File: src/rtl/rr_grant_arbiter_if.sv
// Request/grant bundle between N bus masters and the rr_grant_arbiter.
// master = requester side, slave = arbiter side.
interface rr_grant_arbiter_if #(
    parameter int N_REQ = 4
) ();
    localparam int ID_W = (N_REQ > 1) ? $clog2(N_REQ) : 1;

    logic [N_REQ-1:0] req;
    logic             prio_mode;
    logic [N_REQ-1:0] grant;
    logic [ID_W-1:0]  grant_id;
    logic             busy;
    logic             timeout;

    modport master (
        output req,
        output prio_mode,
        input  grant,
        input  grant_id,
        input  busy,
        input  timeout
    );

    modport slave (
        input  req,
        input  prio_mode,
        output grant,
        output grant_id,
        output busy,
        output timeout
    );
endinterface

File: src/rtl/rr_grant_arbiter.sv
// N-channel grant arbiter: round-robin or fixed priority, owner holds while requesting.
// Optional forced release after MAX_HOLD cycles when HOLD_TIMEOUT_EN is defined.
module rr_grant_arbiter #(
    parameter int N_REQ    = 4,
    parameter int MAX_HOLD = 16
) (
    input  logic                clk,
    input  logic                rst,
    rr_grant_arbiter_if.slave   bus
);
    localparam int ID_W = (N_REQ > 1) ? $clog2(N_REQ) : 1;
    localparam bit CFG_OK = (N_REQ >= 2) && (MAX_HOLD >= 1);

    generate
        if (!CFG_OK) begin : g_illegal_cfg
            $error("rr_grant_arbiter: N_REQ must be >= 2 and MAX_HOLD >= 1");
        end
    endgenerate

    typedef enum logic [0:0] {IDLE = 1'b0, GRANT = 1'b1} state_t;

    state_t           state_reg, state_next;
    logic [N_REQ-1:0] grant_reg, grant_next;
    logic [ID_W-1:0]  grant_id_reg, grant_id_next;
    logic             busy_reg, busy_next;
    logic [ID_W-1:0]  rr_ptr_reg, rr_ptr_next;

    logic [N_REQ-1:0] cand;
    logic [N_REQ-1:0] win_onehot;
    logic [ID_W-1:0]  win_id;
    logic [ID_W-1:0]  scan_idx;
    logic             win_found;
    logic             owner_req;
    logic             hold_hit;

    assign owner_req = bus.req[grant_id_reg];

`ifdef HOLD_TIMEOUT_EN
    localparam int HOLD_W = $clog2(MAX_HOLD + 1);

    logic [HOLD_W-1:0] hold_cnt_reg, hold_cnt_next;
    logic              to_valid_reg, to_valid_next;
    logic              timeout_reg;
    logic [N_REQ-1:0]  to_mask;

    // While idle, grant_id still names the channel that timed out.
    genvar gi;
    generate
        for (gi = 0; gi < N_REQ; gi++) begin : g_to_mask
            assign to_mask[gi] = to_valid_reg && (grant_id_reg == ID_W'(gi));
        end
    endgenerate

    always_comb begin
        hold_hit      = (state_reg == GRANT) && owner_req &&
                        (hold_cnt_reg == HOLD_W'(MAX_HOLD - 1));
        hold_cnt_next = hold_cnt_reg;
        to_valid_next = to_valid_reg;
        if (state_reg == IDLE && win_found) begin
            hold_cnt_next = '0;
            to_valid_next = 1'b0;
        end else if (hold_hit) begin
            to_valid_next = 1'b1;
        end else if (state_reg == GRANT && owner_req) begin
            hold_cnt_next = hold_cnt_reg + HOLD_W'(1);
        end
    end

    always_ff @(posedge clk or negedge rst) begin
        if (!rst) begin
            hold_cnt_reg <= '0;
            to_valid_reg <= 1'b0;
            timeout_reg  <= 1'b0;
        end else begin
            hold_cnt_reg <= hold_cnt_next;
            to_valid_reg <= to_valid_next;
            timeout_reg  <= hold_hit;
        end
    end

    // The timed-out channel only yields if someone else is actually asking.
    always_comb begin
        cand = bus.req;
        if ((bus.req & ~to_mask) != '0) begin
            cand = bus.req & ~to_mask;
        end
    end

    assign bus.timeout = timeout_reg;
`else
    assign hold_hit    = 1'b0;
    assign cand        = bus.req;
    assign bus.timeout = 1'b0;
`endif

    // Winner search: fixed scans from 0, round-robin scans from rr_ptr with wrap.
    always_comb begin
        win_found = 1'b0;
        win_id    = '0;
        scan_idx  = '0;
        for (int i = 0; i < N_REQ; i++) begin
            scan_idx = bus.prio_mode ? ID_W'(i)
                                     : ID_W'((int'(rr_ptr_reg) + i) % N_REQ);
            if (!win_found && cand[scan_idx]) begin
                win_found = 1'b1;
                win_id    = scan_idx;
            end
        end
    end

    genvar gj;
    generate
        for (gj = 0; gj < N_REQ; gj++) begin : g_win_onehot
            assign win_onehot[gj] = (win_id == ID_W'(gj));
        end
    endgenerate

    always_ff @(posedge clk or negedge rst) begin
        if (!rst) begin
            state_reg    <= IDLE;
            grant_reg    <= '0;
            grant_id_reg <= '0;
            busy_reg     <= 1'b0;
            rr_ptr_reg   <= '0;
        end else begin
            state_reg    <= state_next;
            grant_reg    <= grant_next;
            grant_id_reg <= grant_id_next;
            busy_reg     <= busy_next;
            rr_ptr_reg   <= rr_ptr_next;
        end
    end

    always_comb begin
        state_next = state_reg;
        case (state_reg)
            IDLE:    if (win_found) state_next = GRANT;
            GRANT:   if (!owner_req || hold_hit) state_next = IDLE;
            default: state_next = IDLE;
        endcase
    end

    always_comb begin
        grant_next    = grant_reg;
        grant_id_next = grant_id_reg;
        rr_ptr_next   = rr_ptr_reg;
        case (state_reg)
            IDLE: begin
                if (win_found) begin
                    grant_next    = win_onehot;
                    grant_id_next = win_id;
                    rr_ptr_next   = (win_id == ID_W'(N_REQ - 1)) ? '0 : win_id + ID_W'(1);
                end
            end
            GRANT: begin
                if (state_next == IDLE) grant_next = '0;
            end
            default: grant_next = '0;
        endcase
        busy_next = |grant_next;
    end

    assign bus.grant    = grant_reg;
    assign bus.grant_id = grant_id_reg;
    assign bus.busy     = busy_reg;

endmodule
File: src/flat_wrapper.sv
// flat-port wrapper written by rule: the top's interface ports become plain ports
module rr_grant_arbiter_flat 
#(
    parameter int N_REQ    = 4,
    parameter int MAX_HOLD = 16
)
  (clk, rst, bus_req, bus_prio_mode, bus_grant, bus_grant_id, bus_busy, bus_timeout);
  rr_grant_arbiter_if #(.N_REQ(N_REQ)) bus_i ();
  input  logic clk;
  input  logic rst;
  input wire logic [$bits(bus_i.req)-1:0] bus_req;
  input wire logic [$bits(bus_i.prio_mode)-1:0] bus_prio_mode;
  output wire logic [$bits(bus_i.grant)-1:0] bus_grant;
  output wire logic [$bits(bus_i.grant_id)-1:0] bus_grant_id;
  output wire logic [$bits(bus_i.busy)-1:0] bus_busy;
  output wire logic [$bits(bus_i.timeout)-1:0] bus_timeout;
  assign bus_i.req = bus_req;
  assign bus_i.prio_mode = bus_prio_mode;
  assign bus_grant = bus_i.grant;
  assign bus_grant_id = bus_i.grant_id;
  assign bus_busy = bus_i.busy;
  assign bus_timeout = bus_i.timeout;
  rr_grant_arbiter #(.N_REQ(N_REQ), .MAX_HOLD(MAX_HOLD)) u_core (.clk(clk), .rst(rst), .bus(bus_i));
endmodule
File: config.mk
export PLATFORM = sky130hd
export DESIGN_NAME = rr_grant_arbiter_flat
export DESIGN_NICKNAME = d
export VERILOG_FILES = /design/src/rtl/rr_grant_arbiter_if.sv /design/src/rtl/rr_grant_arbiter.sv /design/src/flat_wrapper.sv
export SDC_FILE = /design/constraint.sdc
export NUM_CORES = 1
export LEC_CHECK = 0
export ABC_AREA = 1
export CORE_MARGIN = 1.5
export CORE_UTILIZATION = 51
export DETAILED_ROUTE_END_ITERATION = 10
export PLACE_DENSITY = 0.77
export SLEW_MARGIN = 25
export SYNTH_ARGS = -nofsm -noshare
export SYNTH_HDL_FRONTEND = slang
export SYNTH_SLANG_ARGS = --single-unit
File: constraint.sdc
create_clock -name clk -period 2.38 [get_ports clk]
set_input_delay 0.238 -clock clk [delete_from_list [all_inputs] [get_ports clk]]
set_output_delay 0.238 -clock clk [all_outputs]
set_load 0.05 [all_outputs]
==> results list <==
- The initial utilization of the core area, before any placement, comes to 56.7%.
- Area post-placement: 0.00110 mm^2
* Most used cell, CP: nand2_1
- The clock reaches the later pin of the worst-skew pair after 0.26 ns.
- Post-route cell area: 0.00116 mm^2
- Fraction of layout instances using a drive strength above 1: 27.6%
- The worst hold path belongs to the class in -> async.
- Of the total synthesized cell area, the portion taken by AND, OR, NAND and NOR gates is 48.1%.
- After the first detailed-routing iteration, the DRC count stood at 19.
* Remaining antenna violation count: 0
- Slowest cell on crit path: dfrtp_2
- HPWL Detailed: 1630 um
* I/O Buffers: 13
* Max capacitance violation total: 0
* Global-route wire length before repair: 3520 um
- At the end of the flow, the number of nets in the layout was 168.
- The synthesized netlist devotes 5.66% of its cell area to adder and majority cells.
- The finished layout holds 172 standard cells, fillers aside.
* Power per cell area: 1370 mW/mm^2
- TritonCTS Buffers: 3
- After detailed routing, the number of remaining DRC violations is 0.
- Critical path, cell by cell: clkbuf_2, nand3_1, nand2_1, nand2_1, nand2_2, nor2_4, nand2_1, o21ai_1, o21ai_2, ha_1, inv_1, nand2_1, nand3_1, nand2_1, nor2_1, nand2_1
* Buf+Inv Stages, Crit Path: 2
* Core area: 0.00156 mm^2
- By area, the combinational part of the netlist is dominated by simple AND/OR/NAND/NOR gates.
- In this run the count of I/O pins placed on the die edge is 15.
- Clock skew on the completed layout was measured at 0.00520 ns.
* Clk slew on worst S/H paths: 0.07 ns
* Synth warnings: 0
* Gate count after technology mapping: 128
- VDD IR max: 0.828 mV
* Syn_nets: 139
- Setup repair after global routing left no endpoint under its margin.
- Number of diodes: 0
- The kind of cell with the highest combined delay along the critical path is simple AND/OR/NAND/NOR gates.
- Number of flip-flops in the largest register: 4
- By startpoint and endpoint, the worst setup path is classified as reg -> reg.
- Crit end category: register
- Final Routed Wirelength: 2060 um
- Area added between synthesis and finish: 31.4%
* Number of global-route vias before repair: 840
* GR Util All Layers: 24.2%
* Count of vias placed by the detailed router: 902
- Clock tree synthesis selected as its root buffer the cell clkbuf_4.
- Max Transition Viols Final: 0
* Number of setup violations in the final report: 0
- The portion of synthesized area spent on multiplexers is 0%.
* Xor-xnor portion of the synthesized cell area: 0%
* Cts hold-fix bufs: 0
* X dimension of the die: 44.6 um
- Drt pass-1 iters: 4
* Upper clock frequency limit: 463 MHz
* Placed Cells: 166
- Using the TritonRoute via totals, the vias-per-cell ratio works out to 5.24.
* Post-detailed-route wirelength per cell: 12.0 um
* Sequential share of the synthesized area: 28.3%
- Fin crit period: 2.16 ns
* TritonCTS sink count: 10
- The floorplan has 14 rows.
* Outcome: finished clean
- CP Launch Type: register
- The final critical path takes up 90.7% of the cycle.
- The library cells used most frequently in the layout, excluding fill and tap cells, are nand2_1, nand3_1, inv_1.
* Flip-flop and latch count after synthesis: 10
* Clock tree from TritonCTS: built
- STA puts the critical path data arrival time at 2.32 ns.
* Die height: 44.6 um
- Htree depth: 1
* Crit path max fanout: 7
- The congestion estimate from routability-driven global placement came to 0.845.
* Cell area after synthesis: 885 um^2
- Final hold vios: 0
* Compound-Gate Fraction of Synth Area: 7.92%
- Most common cell after layout, fill and taps aside: nand2_1
- On the worst path, the slowest cell contributes a delay of 0.47 ns.
* Clk buf depth: 2
- Fill cells in the final layout number 117.
* Final standard cell utilization of the core: 74.6%
* Worst Path Required: 2.54 ns
* Pin count of the biggest net entering global routing: 12
- The initial antenna violation count was 0.
* Die Area: 0.00199 mm^2
* Syn avg cell area: 6.91 um^2
- Synth cell types: 23
- Total overflow reported by the global router: 0
* Static leakage: 0.640 nW
[stage by stage]
stage	setup TNS, ns	total power [mW]	hold slack (ns)	worst slack, ns
6_report	0	1.60	0.276	0.221
5_1_grt	0	1.74	0.324	0.00900
4_1_cts	0	1.57	0.290	0.0421
3_5_place_dp	-0.353	1.42	0.519	-0.162
3_3_place_gp	-0.0610	1.36	0.511	-0.0610
2_1_floorplan	0	1.07	-0.0576	0.391
[Yosys cell counts]
cell / instances / area (um^2)
ha_1: 4 / 50.1
o21ai_1: 2 / 10.0
nand4_4: 1 / 21.3
nand2_1: 42 / 158
buf_6: 1 / 11.3
nand3_1: 16 / 80.1
nand2_2: 10 / 62.6
o21ai_0: 3 / 15.0
o211ai_1: 1 / 7.51
inv_4: 1 / 6.26
buf_4: 1 / 7.51
o21ai_2: 3 / 26.3
dfrtp_1: 10 / 250
nand2_4: 3 / 33.8
nor2_4: 2 / 22.5
nand4_1: 4 / 25.0
conb_1: 1 / 3.75
inv_1: 14 / 52.6
nor2_1: 4 / 15.0
nand3b_1: 1 / 7.51
a21oi_1: 1 / 5.00
inv_2: 2 / 7.51
o22ai_1: 1 / 6.26
[layer usage]
layer  vias up  global-route usage [%]  part of all wire, %
met5         -                       0                    0
met3         6                    1.63                  4.3
met4         0                    10.3                  1.6
met2        28                    44.3                   54
li1        465                       -                    -
met1       403                    28.6                   40
[worst register-to-register path: cells and delay by family, from the launching register on]
kind                       cells  cell delay, ns
and+or+nand+nor               11            0.87
DFF                            1            0.47
AOI/OAI and AO/OA              2            0.27
buffers and inverters          2            0.23
adders and majority gates      1            0.20
[repair_timing]
item / in CTS / in global routing
setup buffers: 0 / 1
resized for setup: 0 / 6
setup endpoints to repair: 0 / 5
endpoints found under the hold margin: 0 / 0
[cells by family (layout without fill, tap and decap cells)]
group                      count (synthesis)  after routing
AOI/OAI and AO/OA                         11             11
adders and majority gates                  4              4
other                                      1              1
and+or+nand+nor                           83             83
DFF                                       10             10
buffers and inverters                     19             47
[final timing paths]
kind / startpoint / endpoint / slack [ns] / cells after the start
max: u_core.rr_ptr_reg[0]$_DFFE_PN0P_ / u_core.bus.busy$_DFF_PN0_ / 0.22 / 16
min: rst / u_core.bus.grant[3]$_DFF_PN0_ / 0.28 / 1
max reg2reg: u_core.rr_ptr_reg[0]$_DFFE_PN0P_ / u_core.bus.busy$_DFF_PN0_ / 0.22 / 16
min reg2reg: u_core.bus.grant_id[1]$_DFFE_PN0P_ / u_core.bus.grant_id[1]$_DFFE_PN0P_ / 0.55 / 2
max in group asynchronous: rst / u_core.rr_ptr_reg[0]$_DFFE_PN0P_ / 1.77 / 1
min in group clk: u_core.bus.grant_id[1]$_DFFE_PN0P_ / u_core.bus.grant_id[1]$_DFFE_PN0P_ / 0.55 / 2
[cell type report]
class | instances | area, um^2 | share of cell area, %
multi-input cells | 99 | 561 | 48.2
flip-flops and latches | 10 | 251 | 21.6
repair buffers | 25 | 220 | 18.9
inverters | 17 | 66.3 | 5.71
clock buffers | 4 | 36.3 | 3.12
well taps | 16 | 20.0 | 1.72
repair inverters | 1 | 7.51 | 0.646
[report_power, final]
group / switching, mW / total (mW) / leakage (nW) / internal [mW]
Combinational: 0.704 / 1.13 / 0.495 / 0.422
Clock: 0.0578 / 0.151 / 0.0210 / 0.0928
Sequential: 0.0725 / 0.319 / 0.125 / 0.246
No activity file was read; power rests on OpenSTA's default activity.
